<file path="config.mk">
export PLATFORM = sky130hd
export DESIGN_NAME = disp_update_ctrl
export DESIGN_NICKNAME = d
export VERILOG_FILES = /design/src/rtl/vga_disp_pkg.sv /design/src/rtl/frame_blink.sv /design/src/rtl/disp_update_ctrl.sv
export SDC_FILE = /design/constraint.sdc
export NUM_CORES = 1
export LEC_CHECK = 0
export BUFFER_PORTS_ARGS = -buffer_cell sky130_fd_sc_hd__buf_2
export CORE_MARGIN = 2
export CORE_UTILIZATION = 50
export CTS_BUF_LIST = sky130_fd_sc_hd__clkbuf_4 sky130_fd_sc_hd__clkbuf_8
export CTS_CLUSTER_SIZE = 12
export DETAILED_ROUTE_END_ITERATION = 10
export MAX_ROUTING_LAYER = met4
export PLACE_DENSITY = 0.75
export SYNTH_ARGS = -nofsm -noshare
export SYNTH_HDL_FRONTEND = slang
export SYNTH_SLANG_ARGS = --single-unit
</file>
<file path="constraint.sdc">
create_clock -name clk -period 6.2 [get_ports clk]
set_clock_uncertainty 0.2 [all_clocks]
set_input_delay 1.55 -clock clk [delete_from_list [all_inputs] [get_ports clk]]
set_output_delay 1.55 -clock clk [all_outputs]
set_load 0.01 [all_outputs]
</file>
<file path="src/rtl/vga_disp_pkg.sv">
// Shared constants, state encoding and update record for the display update controller.
package vga_disp_pkg;

  localparam logic [3:0] OP_ADD    = 4'd0;
  localparam logic [3:0] OP_SUB    = 4'd1;
  localparam logic [3:0] OP_MUL    = 4'd2;
  localparam logic [3:0] OP_DIV    = 4'd3;
  localparam logic [3:0] OP_NONE   = 4'd5;
  localparam logic [3:0] DIGIT_MAX = 4'd9;

  localparam logic [1:0] ST_IDLE   = 2'd0;
  localparam logic [1:0] ST_HOLD   = 2'd1;
  localparam logic [1:0] ST_COMMIT = 2'd2;

  typedef struct packed {
    logic [3:0] num3;
    logic [3:0] num2;
    logic [3:0] num1;
    logic [3:0] num0;
    logic [3:0] op;
    logic       neg;
    logic       nan;
  } upd_t;

  function automatic logic upd_legal(input upd_t u);
    logic dig_ok, op_ok;
    dig_ok = (u.num3 <= DIGIT_MAX) && (u.num2 <= DIGIT_MAX) &&
             (u.num1 <= DIGIT_MAX) && (u.num0 <= DIGIT_MAX);
    op_ok  = (u.op == OP_ADD) || (u.op == OP_SUB) || (u.op == OP_MUL) ||
             (u.op == OP_DIV) || (u.op == OP_NONE);
    return dig_ok && op_ok;
  endfunction

endpackage

</file>
<file path="src/rtl/frame_blink.sv">
// Counts vblank rising edges and toggles blink_phase every BLINK_FRAMES rises.
module frame_blink #(
  parameter int BLINK_FRAMES = 30
) (
  input  logic clk,
  input  logic reset,
  input  logic vblank,
  input  logic restart,
  output logic blink_phase
);

  localparam int CW = $clog2(BLINK_FRAMES);

  logic [CW-1:0] cnt;
  logic          vb_q;
  logic          rise;

  assign rise = vblank & ~vb_q;

  always_ff @(posedge clk or posedge reset) begin
    if (reset) begin
      vb_q        <= 1'b0;
      cnt         <= '0;
      blink_phase <= 1'b1;
    end else begin
      vb_q <= vblank;
      // A fresh NaN always starts in the visible half, even on a coincident rise.
      if (restart) begin
        cnt         <= '0;
        blink_phase <= 1'b1;
      end else if (rise) begin
        if (cnt == CW'(BLINK_FRAMES - 1)) begin
          cnt         <= '0;
          blink_phase <= ~blink_phase;
        end else begin
          cnt <= cnt + 1'b1;
        end
      end
    end
  end

endmodule

</file>
<file path="src/rtl/disp_update_ctrl.sv">
// Buffers calculator results and commits them to the display registers only during vblank.
module disp_update_ctrl
  import vga_disp_pkg::*;
#(
  parameter int BLINK_FRAMES = 30
) (
  input  logic       clk,
  input  logic       reset,
  input  logic       vblank,
  input  logic       upd_valid,
  output logic       upd_ready,
  input  logic [3:0] upd_num3,
  input  logic [3:0] upd_num2,
  input  logic [3:0] upd_num1,
  input  logic [3:0] upd_num0,
  input  logic [3:0] upd_op,
  input  logic       upd_neg,
  input  logic       upd_nan,
  output logic [3:0] num3,
  output logic [3:0] num2,
  output logic [3:0] num1,
  output logic [3:0] num0,
  output logic [3:0] op,
  output logic       posneg,
  output logic       is_nan,
  output logic       digits_vis,
  output logic       commit,
  output logic       upd_err
);

  logic [1:0] state;
  upd_t       upd_in, hold_q;
  logic       xfer, load, restart, blink_phase;

  assign upd_in  = {upd_num3, upd_num2, upd_num1, upd_num0, upd_op, upd_neg, upd_nan};
  assign xfer    = upd_valid & upd_ready;
  assign load    = (state == ST_HOLD) & vblank;
  assign restart = load & hold_q.nan & ~is_nan;

  always_ff @(posedge clk or posedge reset) begin
    if (reset) begin
      state     <= ST_IDLE;
      upd_ready <= 1'b0;
      hold_q    <= '0;
      num3      <= '0;
      num2      <= '0;
      num1      <= '0;
      num0      <= '0;
      op        <= OP_NONE;
      posneg    <= 1'b0;
      is_nan    <= 1'b0;
      commit    <= 1'b0;
      upd_err   <= 1'b0;
    end else begin
      commit <= 1'b0;
      case (state)
        ST_IDLE: begin
          upd_ready <= 1'b1;
          if (xfer) begin
            if (upd_legal(upd_in)) begin
              hold_q    <= upd_in;
              upd_err   <= 1'b0;
              state     <= ST_HOLD;
              upd_ready <= 1'b0;
            end else begin
              upd_err <= 1'b1;
            end
          end
        end
        ST_HOLD: begin
          if (load) begin
            num3   <= hold_q.num3;
            num2   <= hold_q.num2;
            num1   <= hold_q.num1;
            num0   <= hold_q.num0;
            op     <= hold_q.op;
            posneg <= hold_q.neg;
            is_nan <= hold_q.nan;
            commit <= 1'b1;
            state  <= ST_COMMIT;
          end
        end
        ST_COMMIT: begin
          state     <= ST_IDLE;
          upd_ready <= 1'b1;
        end
        default: begin
          state     <= ST_IDLE;
          upd_ready <= 1'b0;
        end
      endcase
    end
  end

  frame_blink #(.BLINK_FRAMES(BLINK_FRAMES)) u_blink (
    .clk        (clk),
    .reset      (reset),
    .vblank     (vblank),
    .restart    (restart),
    .blink_phase(blink_phase)
  );

  assign digits_vis = ~is_nan | blink_phase;

endmodule

</file>
# Word level (Yosys, flattened, before mapping)

Index checks and enable logic that the tools add are counted.

Bits in registers: 56
Bits of input ports: 26
Logic and storage cells: 77

Add/sub/neg operators: 1
Magnitude comparators: 4
Equality and inequality tests: 10
Mux-type cells: 15
Bitwise logic cells: 9
Reduce and logical (&&, ||, !) cells: 17

Operators with widths:

| cell                | count |
|---|---|
| $le 4x4->1 const B  | 4 |
| $mux 5              | 3 |
| $eq 4x2->1 const B  | 2 |
| $mux 1              | 7 |
| $mux 2              | 3 |
| $ne 2x2->1 const B  | 3 |
| $reduce_and 2->1    | 3 |
| $reduce_and 3->1    | 2 |
| $add 5x1->5 const B | 1 |
| $and 1x1->1         | 5 |
| $eq 5x5->1 const B  | 1 |
| $eq 4x1->1 const B  | 1 |
| $eq 4x3->1 const B  | 1 |
| $logic_and 1x1->1   | 4 |
| $logic_not 4->1     | 1 |
| $logic_or 1x1->1    | 4 |
| $pmux 2 s2          | 1 |
| $reduce_bool 2->1   | 2 |
| $not 1->1           | 3 |
| $pmux 1 s3          | 1 |
| $eq 2x1->1 const B  | 1 |
| $eq 2x2->1 const B  | 1 |
| $logic_not 2->1     | 1 |
| $or 1x1->1          | 1 |

# Longest topological paths before layout

Depth after elaboration: 9
Mapped depth: 6

# Modules after synthesis

A second synthesis with hierarchy kept.

Cells, all modules: 202
Area, all modules: 2341.0 µm²

By module, submodules not included:

| module           | instances | cells an instance | area each (µm²) | sequential area each (µm²) |
|---|---|---|---|---|
| disp_update_ctrl | 1         | 165               | 1959.4          | 1228.7 |
| frame_blink      | 1         | 37                | 381.6           | 176.4 |

# Worst setup path after synthesis

Ideal clock, no wire load.

Path type: input port to flip-flop
Start point: in upd_valid
End point: reg hold_q[0] (netlist bit)
Setup time: 0.125 ns
Arrival: 2.623 ns
Data required time: 5.875 ns
Setup slack: 3.252 ns
Cell stages on the path: 5
Buffers on the path: 1
Path through: and4bb_1 > and3_1 > nand4_2 > buf_4 > mux2_4

Word-level cells in the longest chain between the ends: 2

Ends and longest elaborated chain:

| item                       | line                   | text |
|---|---|---|
| start: declaration         | disp_update_ctrl.sv:10 | `input logic upd_valid,` |
| $and 1x1->1                | disp_update_ctrl.sv:36 | `assign xfer = upd_valid & upd_ready;` |
| $reduce_and 3->1 (no line) | n/a                    |  |
| end signal: assignment     | disp_update_ctrl.sv:61 | `hold_q <= upd_in;` |
| end: declaration           | disp_update_ctrl.sv:32 | `upd_t upd_in, hold_q;` |

Every way passes these cells.
A chain may end at the register's enable or synchronous reset.

# Final worst setup path

Start point: in upd_valid
End point: reg hold_q[21] (netlist bit)

Same word-level chain as after synthesis.

==> results.cfg <==
[detailed_routing]
remaining_drc_errors = 0
drtIter0Drc = 134
drt_wl_total_um = 4360
vias = 1580
wl_per_cell_um = 14.2
firstDrtPassIters = 4
avgViaCountPerCell = 5.16
drtAntennaViolNets = 0

[floorplanning]
core.rowCount = 24
die_w_um = 72.0
start_util_pct = 52.4
die-area_um2 = 5180
core_um2 = 4410
ios = 52
die_h_um = 72.0

[synth]
yosys_most_used_dff = dfrtp_1
synth_edf_count = 0
synthesis.nets = 228
synthTopCellsByArea = dfrtp_1 57%, nand2_1 11%, mux2_4 10%, dfstp_2 3.4%, mux2_2 2.4%
synth_warnings = 0
synth.top_cell.area_share_pct = 57.4
async_flop_share_pct = 100
yosysSeqAreaShare_pct = 60.8
synth-seq-cells = 56
synth_cell_types = 32
synth.avg_cell_area_um2 = 11.6
synth_largest_area_cell = dfrtp_1
synth_cells = 200
syn_area_um2 = 2310

[clock_network]
clock_latency_ns = 0.30
post_cts_buffers = 0
ctsLongestPathBuffers = 2
clock_sinks = 56
cts_tree = yes
cts_root_buf = clkbuf_8
cts_hold_buffers = 0
cts_made_buffers = 5
post_cts_resized = 0
clkSlewWorstSetupHoldPaths_ns = 0.09
htreeDepth = 2

[placement]
post-dp-hpwl_um = 2990
port_buffers = 51
dpl_worst_slack_ns = 2.35
gp_congestion = 0.762

[outcome]
status = finished clean

[power_and_ir_drop]
swShare_pct = 29.4
leakagePower_nw = 1.49
p_seq_share_pct = 55.1
clockPowerShare_pct = 21.4
internal_power_mw = 0.672
power.ir.vdd_worst_v = 0.000204
power.switching_mw = 0.279
combinationalPowerShare_pct = 23.4
p_per_area_nw_per_um2 = 353

[critical_path]
start_kind = primary input
endpoint_kind = flip-flop
required_ns = 6.19
cp_max_fo = 25
path_class = in2reg
crit_arrival_ns = 3.47

[finish]
fillers = 341
antenna_cells = 0
layout_commonest_cell = nand2_1
final_cell_mix = 66 x nand2_1, 53 x dfrtp_1, 51 x buf_2, 16 x mux2_4, 7 x o21ai_0
area_growth_syn_to_layout_pct = 16.7
drive_gt1_share_pct = 33.9
multi_input_area_um2 = 853
fin_nets = 281
seqCellArea_um2 = 1410

[timing]
fin_crit_ns = 3.48
worstMarginPinSlew_ns = 1.01
rsz0062_at_grt = false
slew_violations = 0
setup_violations = 0
slew_headroom_pct = 32.2
timing.fmax_mhz = 288
fin_tns_setup_ns = 0
fin_crit_sh_pct = 56.1
finalWorstSetupSlack_ns = 2.72
finalHoldViolations = 0

[global_routing]
antenna_found_initial = 0
first_global_vias = 1555
grt_usage_pct = 18.4
overflow = 0
grt_pass1_wl_um = 7120
grt_max_degree = 57

[hold_path]
hold_class = reg2reg

[job]
cap_violations = 0
-- power by group through the flow --
stage	Clock (mW)	Combinational, mW	Sequential (mW)
after floorplan	0	0.139	0.533
after global routing	0.224	0.249	0.538
after global placement	0	0.218	0.529
final	0.204	0.223	0.524
after CTS	0.207	0.227	0.524
after detailed placement	0	0.227	0.529
-- kinds of logic after synthesis --
logic type	Yosys count	share of synthesized area, %
adder cells (fa/ha/maj)	2	1.08
AND/OR/NAND/NOR	93	18.4
multiplexers	21	12.8
AO/OA/AOI/OAI	17	4.66
flip-flops	56	60.8
buffers and inverters	11	2.27
-- Yosys cell counts, types with 2 or more instances --
| master | instances |
|---|---|
| nand2_1 | 66 |
| dfrtp_1 | 53 |
| mux2_4 | 16 |
| o21ai_0 | 7 |
| nand2b_1 | 6 |
| inv_1 | 5 |
| mux2_2 | 5 |
| nor2_1 | 4 |
| a21oi_1 | 3 |
| a221o_1 | 3 |
| and2_1 | 3 |
| clkbuf_1 | 3 |
| dfstp_2 | 3 |
| ha_1 | 2 |
| nand3_1 | 2 |
| nor3_1 | 2 |
| nor4_1 | 2 |
-- registers in the layout, indices dropped and copies added (netlist names) --
| signal | cells |
|---|---|
| hold_q | 22 |
| num0 | 4 |
| num1 | 4 |
| upd_err | 1 |
| u_blink.vb_q | 1 |
| op | 4 |
| is_nan | 1 |
| state | 2 |
| posneg | 1 |
| num3 | 4 |
| num2 | 4 |
| u_blink.blink_phase | 1 |
| u_blink.cnt | 5 |
| commit | 1 |
| upd_ready | 1 |
-- path summary, 6_finish.rpt --
path / from / end / slack, ns / depth (start not counted)
min reg2reg: op[0] / op[0] / 0.27 / 2
max in group asynchronous: reset / hold_q[13] / 4.14 / 3
max reg2reg: state[0] / hold_q[21] / 3.52 / 4
max: upd_valid / hold_q[21] / 2.72 / 5
min: op[0] / op[0] / 0.27 / 2
min in group asynchronous: reset / hold_q[2] / 1.22 / 3
-- routing by layer --
layer / vias up / part of all wire, % / GRT usage (%)
met2: 40 / 49 / 27.9
met3: 7 / 5.3 / 4.86
met4: 0 / 1.6 / 6.92
met1: 769 / 44 / 24.1
met5: - / 0 / -
li1: 764 / - / -
-- critical path, stage by stage --
cell	delay [ns]
buf_2	0.07
and4bb_1	0.24
and3_1	0.22
nand4_2	0.78
mux2_4	0.60
-- through the flow --
stage               power, mW  instance area [um^2]  hold WS, ns  utilization (%)  std cells
floorplan               0.672                  2310        0.230                -        200
global placement        0.747                  2610        0.244             59.0        298
detailed placement      0.756                  2610        0.251             59.0        298
CTS                     0.958                  2700        0.266             61.1        306
global route             1.01                  2700        0.285             61.1        306
finish                  0.951                  2700        0.266             61.1        306
-- layout make-up --
class                   count  share of cell area [%]
inverters                   5                   0.696
flip-flops and latches     56                    52.1
clock buffers               6                    3.06
clock inverters             2                   0.371
repair buffers             52                    9.74
well taps                  52                    2.41
multi-input cells         133                    31.6
No activity file was read; power rests on OpenSTA's default activity.
